--- src/rtl/reorder_buffer_if.sv ---
// Signal bundle between the reorder buffer and its decoder, CDB, operand-query and commit clients.
interface reorder_buffer_if #(
  parameter int TAG_W  = 4,
  parameter int REG_W  = 5,
  parameter int DATA_W = 32
);
  logic              alloc_valid;
  logic              alloc_ready;
  logic [REG_W-1:0]  alloc_dest;
  logic [TAG_W-1:0]  alloc_tag;
  logic              cdb_valid;
  logic [TAG_W-1:0]  cdb_tag;
  logic [DATA_W-1:0] cdb_data;
  logic [TAG_W-1:0]  qry_tag1;
  logic [TAG_W-1:0]  qry_tag2;
  logic              qry_ready1;
  logic              qry_ready2;
  logic [DATA_W-1:0] qry_data1;
  logic [DATA_W-1:0] qry_data2;
  logic              commit_en;
  logic [REG_W-1:0]  commit_name;
  logic [DATA_W-1:0] commit_data;
  logic [TAG_W-1:0]  commit_tag;

  modport master (
    output alloc_valid, alloc_dest, cdb_valid, cdb_tag, cdb_data, qry_tag1, qry_tag2,
    input  alloc_ready, alloc_tag, qry_ready1, qry_ready2, qry_data1, qry_data2,
    input  commit_en, commit_name, commit_data, commit_tag
  );

  modport slave (
    input  alloc_valid, alloc_dest, cdb_valid, cdb_tag, cdb_data, qry_tag1, qry_tag2,
    output alloc_ready, alloc_tag, qry_ready1, qry_ready2, qry_data1, qry_data2,
    output commit_en, commit_name, commit_data, commit_tag
  );
endinterface

--- src/rtl/reorder_buffer.sv ---
// Circular in-order reorder buffer: tag allocation, CDB result capture, one in-order commit per cycle.
// Optional macro ROB_QUERY_BYPASS_EN: operand queries also see an accepted same-cycle CDB write.
module reorder_buffer #(
  parameter int               DEPTH    = 8,
  parameter int               TAG_W    = 4,
  parameter logic [TAG_W-1:0] TAG_FREE = {TAG_W{1'b1}},
  parameter int               REG_W    = 5,
  parameter int               DATA_W   = 32
) (
  input logic             clk,
  input logic             rst_n,
  reorder_buffer_if.slave bus
);
  localparam int               IDX_W     = $clog2(DEPTH);
  localparam logic [TAG_W-1:0] DEPTH_TAG = TAG_W'(DEPTH);

  logic [IDX_W-1:0]  head_reg;
  logic [IDX_W-1:0]  tail_reg;
  logic [IDX_W:0]    count_reg;
  logic [DEPTH-1:0]  valid_reg;
  logic [DEPTH-1:0]  valid_next;
  logic [DEPTH-1:0]  ready_reg;
  logic [DEPTH-1:0]  ready_next;
  logic [REG_W-1:0]  dest_mem [DEPTH];
  logic [DATA_W-1:0] data_mem [DEPTH];

  logic              commit_en_reg;
  logic [REG_W-1:0]  commit_name_reg;
  logic [DATA_W-1:0] commit_data_reg;
  logic [TAG_W-1:0]  commit_tag_reg;

  logic              alloc_ready;
  logic              alloc_fire;
  logic              commit_fire;
  logic              cdb_hit;
  logic [IDX_W-1:0]  cdb_idx;

  // Fullness uses the count at the start of the cycle, so a same-cycle commit cannot free a slot.
  assign alloc_ready = (count_reg < (IDX_W+1)'(DEPTH));
  assign alloc_fire  = bus.alloc_valid && alloc_ready;
  assign commit_fire = valid_reg[head_reg] && ready_reg[head_reg];
  assign cdb_idx     = bus.cdb_tag[IDX_W-1:0];
  assign cdb_hit     = bus.cdb_valid && (bus.cdb_tag != TAG_FREE) &&
                       (bus.cdb_tag < DEPTH_TAG) && valid_reg[cdb_idx];

  assign bus.alloc_ready = alloc_ready;
  assign bus.alloc_tag   = TAG_W'(tail_reg);
  assign bus.commit_en   = commit_en_reg;
  assign bus.commit_name = commit_name_reg;
  assign bus.commit_data = commit_data_reg;
  assign bus.commit_tag  = commit_tag_reg;

  // Alloc hits only an invalid slot and commit only the valid head, so they never collide.
  generate
    for (genvar gi = 0; gi < DEPTH; gi++) begin : g_slot
      logic take;
      logic retire;
      logic wb;
      assign take   = alloc_fire && (tail_reg == IDX_W'(gi));
      assign retire = commit_fire && (head_reg == IDX_W'(gi));
      assign wb     = cdb_hit && (cdb_idx == IDX_W'(gi));
      assign valid_next[gi] = take ? 1'b1 : (retire ? 1'b0 : valid_reg[gi]);
      assign ready_next[gi] = (take || retire) ? 1'b0 : (wb ? 1'b1 : ready_reg[gi]);
    end
  endgenerate

  always_ff @(posedge clk or negedge rst_n) begin
    if (!rst_n) begin
      head_reg        <= '0;
      tail_reg        <= '0;
      count_reg       <= '0;
      valid_reg       <= '0;
      ready_reg       <= '0;
      commit_en_reg   <= 1'b0;
      commit_name_reg <= '0;
      commit_data_reg <= '0;
      commit_tag_reg  <= TAG_FREE;
    end else begin
      valid_reg     <= valid_next;
      ready_reg     <= ready_next;
      commit_en_reg <= commit_fire;
      count_reg     <= count_reg + (IDX_W+1)'(alloc_fire) - (IDX_W+1)'(commit_fire);
      if (alloc_fire) begin
        tail_reg <= tail_reg + IDX_W'(1);
      end
      if (commit_fire) begin
        head_reg        <= head_reg + IDX_W'(1);
        commit_name_reg <= dest_mem[head_reg];
        commit_data_reg <= data_mem[head_reg];
        commit_tag_reg  <= TAG_W'(head_reg);
      end
    end
  end

  // Payload storage needs no reset: it is only observed through valid/ready.
  always_ff @(posedge clk) begin
    if (alloc_fire) begin
      dest_mem[tail_reg] <= bus.alloc_dest;
    end
    if (cdb_hit) begin
      data_mem[cdb_idx] <= bus.cdb_data;
    end
  end

  logic [TAG_W-1:0]  qry_tag   [2];
  logic              qry_ready [2];
  logic [DATA_W-1:0] qry_data  [2];

  assign qry_tag[0]     = bus.qry_tag1;
  assign qry_tag[1]     = bus.qry_tag2;
  assign bus.qry_ready1 = qry_ready[0];
  assign bus.qry_ready2 = qry_ready[1];
  assign bus.qry_data1  = qry_data[0];
  assign bus.qry_data2  = qry_data[1];

  generate
    for (genvar gi = 0; gi < 2; gi++) begin : g_qry
      logic [IDX_W-1:0] idx;
      logic             stored;
      assign idx    = qry_tag[gi][IDX_W-1:0];
      assign stored = (qry_tag[gi] != TAG_FREE) && (qry_tag[gi] < DEPTH_TAG) &&
                      valid_reg[idx] && ready_reg[idx];
`ifdef ROB_QUERY_BYPASS_EN
      logic bypass;
      assign bypass        = cdb_hit && (bus.cdb_tag == qry_tag[gi]);
      assign qry_ready[gi] = bypass || stored;
      assign qry_data[gi]  = bypass ? bus.cdb_data : (stored ? data_mem[idx] : '0);
`else
      assign qry_ready[gi] = stored;
      assign qry_data[gi]  = stored ? data_mem[idx] : '0;
`endif
    end
  endgenerate
endmodule

--- src/flat_wrapper.sv ---
// flat-port wrapper written by rule: the top's interface ports become plain ports
module reorder_buffer_flat 
#(
  parameter int               DEPTH    = 8,
  parameter int               TAG_W    = 4,
  parameter logic [TAG_W-1:0] TAG_FREE = {TAG_W{1'b1}},
  parameter int               REG_W    = 5,
  parameter int               DATA_W   = 32
)
  (clk, rst_n, bus_alloc_valid, bus_alloc_dest, bus_cdb_valid, bus_cdb_tag, bus_cdb_data, bus_qry_tag1, bus_qry_tag2, bus_alloc_ready, bus_alloc_tag, bus_qry_ready1, bus_qry_ready2, bus_qry_data1, bus_qry_data2, bus_commit_en, bus_commit_name, bus_commit_data, bus_commit_tag);
  reorder_buffer_if #(.TAG_W(TAG_W), .REG_W(REG_W), .DATA_W(DATA_W)) bus_i ();
  input logic clk;
  input logic rst_n;
  input wire logic [$bits(bus_i.alloc_valid)-1:0] bus_alloc_valid;
  input wire logic [$bits(bus_i.alloc_dest)-1:0] bus_alloc_dest;
  input wire logic [$bits(bus_i.cdb_valid)-1:0] bus_cdb_valid;
  input wire logic [$bits(bus_i.cdb_tag)-1:0] bus_cdb_tag;
  input wire logic [$bits(bus_i.cdb_data)-1:0] bus_cdb_data;
  input wire logic [$bits(bus_i.qry_tag1)-1:0] bus_qry_tag1;
  input wire logic [$bits(bus_i.qry_tag2)-1:0] bus_qry_tag2;
  output wire logic [$bits(bus_i.alloc_ready)-1:0] bus_alloc_ready;
  output wire logic [$bits(bus_i.alloc_tag)-1:0] bus_alloc_tag;
  output wire logic [$bits(bus_i.qry_ready1)-1:0] bus_qry_ready1;
  output wire logic [$bits(bus_i.qry_ready2)-1:0] bus_qry_ready2;
  output wire logic [$bits(bus_i.qry_data1)-1:0] bus_qry_data1;
  output wire logic [$bits(bus_i.qry_data2)-1:0] bus_qry_data2;
  output wire logic [$bits(bus_i.commit_en)-1:0] bus_commit_en;
  output wire logic [$bits(bus_i.commit_name)-1:0] bus_commit_name;
  output wire logic [$bits(bus_i.commit_data)-1:0] bus_commit_data;
  output wire logic [$bits(bus_i.commit_tag)-1:0] bus_commit_tag;
  assign bus_i.alloc_valid = bus_alloc_valid;
  assign bus_i.alloc_dest = bus_alloc_dest;
  assign bus_i.cdb_valid = bus_cdb_valid;
  assign bus_i.cdb_tag = bus_cdb_tag;
  assign bus_i.cdb_data = bus_cdb_data;
  assign bus_i.qry_tag1 = bus_qry_tag1;
  assign bus_i.qry_tag2 = bus_qry_tag2;
  assign bus_alloc_ready = bus_i.alloc_ready;
  assign bus_alloc_tag = bus_i.alloc_tag;
  assign bus_qry_ready1 = bus_i.qry_ready1;
  assign bus_qry_ready2 = bus_i.qry_ready2;
  assign bus_qry_data1 = bus_i.qry_data1;
  assign bus_qry_data2 = bus_i.qry_data2;
  assign bus_commit_en = bus_i.commit_en;
  assign bus_commit_name = bus_i.commit_name;
  assign bus_commit_data = bus_i.commit_data;
  assign bus_commit_tag = bus_i.commit_tag;
  reorder_buffer #(.DEPTH(DEPTH), .TAG_W(TAG_W), .TAG_FREE(TAG_FREE), .REG_W(REG_W), .DATA_W(DATA_W)) u_core (.clk(clk), .rst_n(rst_n), .bus(bus_i));
endmodule
--- config.mk ---
export PLATFORM = sky130hd
export DESIGN_NAME = reorder_buffer_flat
export DESIGN_NICKNAME = d
export VERILOG_FILES = /design/src/rtl/reorder_buffer_if.sv /design/src/rtl/reorder_buffer.sv /design/src/flat_wrapper.sv
export SDC_FILE = /design/constraint.sdc
export NUM_CORES = 1
export LEC_CHECK = 0
export BUFFER_PORTS_ARGS = -buffer_cell sky130_fd_sc_hd__buf_4
export CORE_MARGIN = 3
export CORE_UTILIZATION = 50
export DETAILED_ROUTE_END_ITERATION = 7
export PLACE_DENSITY = 0.69
export SLEW_MARGIN = 30
export SYNTH_ARGS = -nofsm -noshare
export SYNTH_HDL_FRONTEND = slang
export SYNTH_SLANG_ARGS = --single-unit
export TNS_END_PERCENT = 30
--- constraint.sdc ---
create_clock -name clk -period 5.7 [get_ports clk]
set_input_delay 1.14 -clock clk [delete_from_list [all_inputs] [get_ports clk]]
set_output_delay 1.14 -clock clk [all_outputs]
set_load 0.01 [all_outputs]
; ---- Word level (Yosys, flattened, before mapping)
; Memory sizes are Yosys's and may differ from the RTL's. A register that Yosys moved wholly into a read port is not among the register bits.
; Index checks and enable logic that the tools add are counted.
[op_classes]
add_sub_neg = 4
n_mul = 0
n_div = 0
magnitude_cmp = 8
n_eq_ne = 24
n_shift = 0
n_mux = 52
bitwise_logic = 0
n_reduce_logical = 64
[ops]
columns = cell, count
row1 = $mux 32, 2
row2 = $mux 1, 43
row3 = $eq 3x3->1 const B, 12
row4 = $logic_and 1x1->1, 35
row5 = $reduce_bool 2->1, 16
row6 = $bmux 1 s3, 7
row7 = $eq 3x2->1 const B, 6
row8 = $lt 3x4->1 const B, 4
row9 = $lt 4x4->1 const B, 4
row10 = $ne 4x4->1 const B, 3
row11 = $eq 3x1->1 const B, 3
row12 = $logic_not 3->1, 3
row13 = $logic_or 1x1->1, 8
row14 = $add 3x1->3 const B, 2
row15 = $add 4x1->4, 1
row16 = $sub 4x1->4, 1
row17 = $logic_not 1->1, 2
[totals]
register_bits = 31
latch_bits = 0
ramBits = 296
mem_bits_ro = 0
output_inout_bits = 113
wordCells = 175
mem_count = 2
[mem_list]
columns = memory, depth, word_bits, read_ports, rd_ports_with_merged_regs, wr, line
row1 = u_core.data_mem, 8, 32, 3, 1, 1, reorder_buffer.sv:25  ; logic [DATA_W-1:0] data_mem [DEPTH];
row2 = u_core.dest_mem, 8, 5, 1, 1, 1, reorder_buffer.sv:24  ; logic [REG_W-1:0] dest_mem [DEPTH];

; ---- Longest topological paths before layout
[logic_depth]
word_depth = 7
depth_mapped = 12
mapped_depth_nobuf = 9

; ---- Worst setup path after synthesis
; OpenSTA, ideal clock, no wires.
[synth_path]
path_type = in2out
start = input port bus_qry_tag1[0]
end = output port bus_qry_data1[10]
t_arrival_ns = 2.563
t_required_ns = 4.560
slack_ns = 1.997
cell_stages = 5
path_buffers = 2
path_cell_list = buf_1 -> buf_2 -> mux4_2 -> mux2i_1 -> nor2_1
[synth_via]
elab_chain_len = 5
[synth_rtl]
columns = element, line
row1 = "start, declared", flat_wrapper.sv:19  ; input wire logic [$bits(bus_i.qry_tag1)-1:0] bus_qry_tag1;
row2 = $lt 4x4->1 (tied with other cells), reorder_buffer.sv:121  ; assign stored = (qry_tag[gi] != TAG_FREE) && (qry_tag[gi] < DEPTH_TAG) &&
row3 = $logic_and 1x1->1 or $mux 1 (tied branches), "reorder_buffer.sv:121, reorder_buffer.sv:122"
row4 = $logic_and 1x1->1, reorder_buffer.sv:121
row5 = $logic_and 1x1->1, reorder_buffer.sv:122  ; valid_reg[idx] && ready_reg[idx];
row6 = $mux 32 (*), reorder_buffer.sv:130  ; assign qry_data[gi] = stored ? data_mem[idx] : '0;
row7 = "end, declared", flat_wrapper.sv:25  ; output wire logic [$bits(bus_i.qry_data1)-1:0] bus_qry_data1;
; Every way passes the cells marked *; elsewhere a longest branch is shown, timed or not. The select of a mux whose other input is x is not followed.

; ---- Final worst setup path
[layout_path]
start = input port bus_qry_tag1[0]
end = output port bus_qry_data1[31]
; The elaborated chain is that of the path after synthesis.

==> results.json <==
{
  "viasPerCell": 6.25,
  "tns_ps": 0,
  "worstPathMaxFanout": 26,
  "die_h_um": 197,
  "yosys-top-cells-area": "edfxtp_1, mux4_2, dfrtp_1",
  "hp-class": "reg -> reg",
  "synthArstFlopShare_pct": 18.7,
  "synth-main-ff-cell": "edfxtp_1",
  "first_iter_violations": 813,
  "dp_hpwl_um": 26900,
  "top_level_ports": 166,
  "finalMaxSlewViolations": 0,
  "core-area_sq_um": 35800,
  "grt_start_max_net_pins": 56,
  "first_pass_iters": 5,
  "numCtsBuffers": 40,
  "top_usage_layer": "met2",
  "clk_pin_slew_ps": 60,
  "routabilityCongestion": 0.790,
  "area_growth_pct": 16.4,
  "largest_reg_flops": 256,
  "fin_area_sq_um": 21300,
  "layout_setup_ws_ps": 1470,
  "timing.rr.end": "u_core.count_reg[2]",
  "first_global_vias": 11000,
  "ff2ff_setup_slack_ps": 2350,
  "r2r_start": "u_core.head_reg[0]",
  "wire_per_inst_um": 26.4,
  "instances_no_fill": 1699,
  "reg2reg_depth": 9,
  "grt_pass1_wl_um": 68000,
  "synth_edf_count": 296,
  "cp-start-kind": "primary input",
  "fin_worst_skew_ps": 11.4,
  "dr_total_vias": 10600,
  "fin_crit_ps": 4230,
  "rsz0062_at_grt": "false",
  "root_buffer": "clkbuf_16",
  "synth_area_leader_cell": "edfxtp_1",
  "antenna_found_initial": 3,
  "layout_commonest_cell": "edfxtp_1",
  "start_util_pct": 51.1,
  "grtUsageMet3_pct": 4.32,
  "fin_nets": 1278,
  "whs_ps": 442,
  "place_area_sq_um": 20000,
  "endpoint": "bus_qry_data1[31]",
  "post_cts_resized": 0,
  "fin_util_pct": 59.5,
  "grt_usage_pct": 23.3,
  "relSlewSlack_pct": 40.1,
  "ys_ff_latch": 364,
  "yosysWarningCount": 0,
  "fp.dieArea_sq_um": 39000,
  "arrival_ps": 3090,
  "timing.fmax_mhz": 236,
  "use_met1_pct": 32.3,
  "avgSynthCellArea_sq_um": 17.4,
  "status": "finished, final reports clean",
  "syn_area_sq_um": 18300,
  "port_buffers": 164,
  "syn-num-nets": 1123,
  "hold_violations": 0,
  "die_x_um": 197,
  "cts-htree-levels": 2,
  "p_leak_nw": 7.84,
  "pre_cts_slack_ps": 1450,
  "ys_seq_area_share_pct": 57.8,
  "rows": 69,
  "synthCells": 1053,
  "dp_cells": 1627,
  "insertedDiodeCount": 0,
  "drive_gt1_share_pct": 42.2,
  "end_kind": "output port",
  "clock_latency_ps": 520,
  "drt-total-wl_um": 44800,
  "peakVddDrop_v": 0.000445,
  "cts_tree": "done",
  "power_mw": 8.79,
  "ctsHoldBuffers": 0,
  "ant_nets": 0,
  "drc": 0,
  "synth.distinct_cells": 36,
  "postCtsSetupRepairBufs": 0,
  "path_class": "in -> out",
  "cts_sinks": 364,
  "tightestPinTransition_ps": 899,
  "gr-usage-met2_pct": 38.4,
  "required_ps": 4560,
  "cp-startpoint": "bus_qry_tag1[0]",
  "clock_path_buffers": 3,
  "drv_cap": 0,
  "finalCritPeriodShare_pct": 74.3,
  "grt-ovfl-total": 0,
  "setup_violations": 0,
  "netlist.area_leader.share_pct": 48.5,
  "final_cell_mix": "edfxtp_1, mux4_2, buf_4, nand2_1, nor2_1",
  "power_density_nw_per_um2": 412
}
worst min-delay path by stage:
stage | cells past startpoint | startpoint | slack, ps | end
floorplan | 2 | u_core.bus.commit_tag[3] | 450 | u_core.bus.commit_tag[3]
global placement | 2 | u_core.bus.commit_tag[3] | 430 | u_core.bus.commit_tag[3]
detailed placement | 2 | u_core.bus.commit_tag[3] | 430 | u_core.bus.commit_tag[3]
CTS | 2 | u_core.bus.commit_tag[3] | 440 | u_core.bus.commit_tag[3]
global route | 2 | u_core.bus.commit_tag[3] | 480 | u_core.bus.commit_tag[3]
finish | 2 | u_core.bus.commit_tag[3] | 440 | u_core.bus.commit_tag[3]
kinds of logic after synthesis:
logic type / share of synthesized area (%)
AOI/OAI and AO/OA: 1.20
xor gates and xnor gates: 0.239
adders and majority gates: 1.20
buffers and inverters: 2.30
DFF: 57.8
muxes: 32.1
other: 0.0205
and+or+nand+nor: 5.15
report_power, final:
part	leakage, nW	internal, mW	switching [mW]
clock	0.620	1.50	1.02
sequential	3.48	3.19	0.300
combinational	3.74	1.43	1.34
final cells by class:
type | count | area (sq um)
clock buffers | 53 | 1100
clock inverters | 19 | 191
fillers | 2645 | 14500
inverters | 21 | 78.8
multi-input cells | 593 | 7340
flip-flops and latches | 364 | 10600
well taps | 461 | 577
repair buffers | 188 | 1440
critical path: stages:
cell and delay [ps]:
buf_4 440, mux4_2 580, a22oi_2 200, buf_4 370, nor2_1 160, buf_4 180
cells in the mapped netlist (2+ instances only):
library cell	n
buf_1	10
clkbuf_1	38
edfxtp_1	296
mux2i_1	64
and2_1	10
mux2_2	18
a22o_1	7
and4_1	2
nand2_1	120
nor3_1	2
and3b_1	2
o221a_2	6
xnor2_1	5
dfstp_2	4
nor2_1	75
a31oi_1	2
mux4_2	208
nor2b_1	4
nand3_1	6
and3_1	5
o21ai_0	3
a22oi_1	2
buf_6	4
ha_1	16
inv_1	20
mux2_4	23
buf_2	22
dfrtp_1	64
a21oi_1	8
routing by layer:
metal	vias up	wire length (um)	share of wire, %
met2	413	22300	50
met1	5574	18100	40
met5	-	33	0.074
met4	6	1160	2.6
li1	4537	-	-
met3	82	3160	7.1
Note: power is estimated with default switching activity, not from simulation.
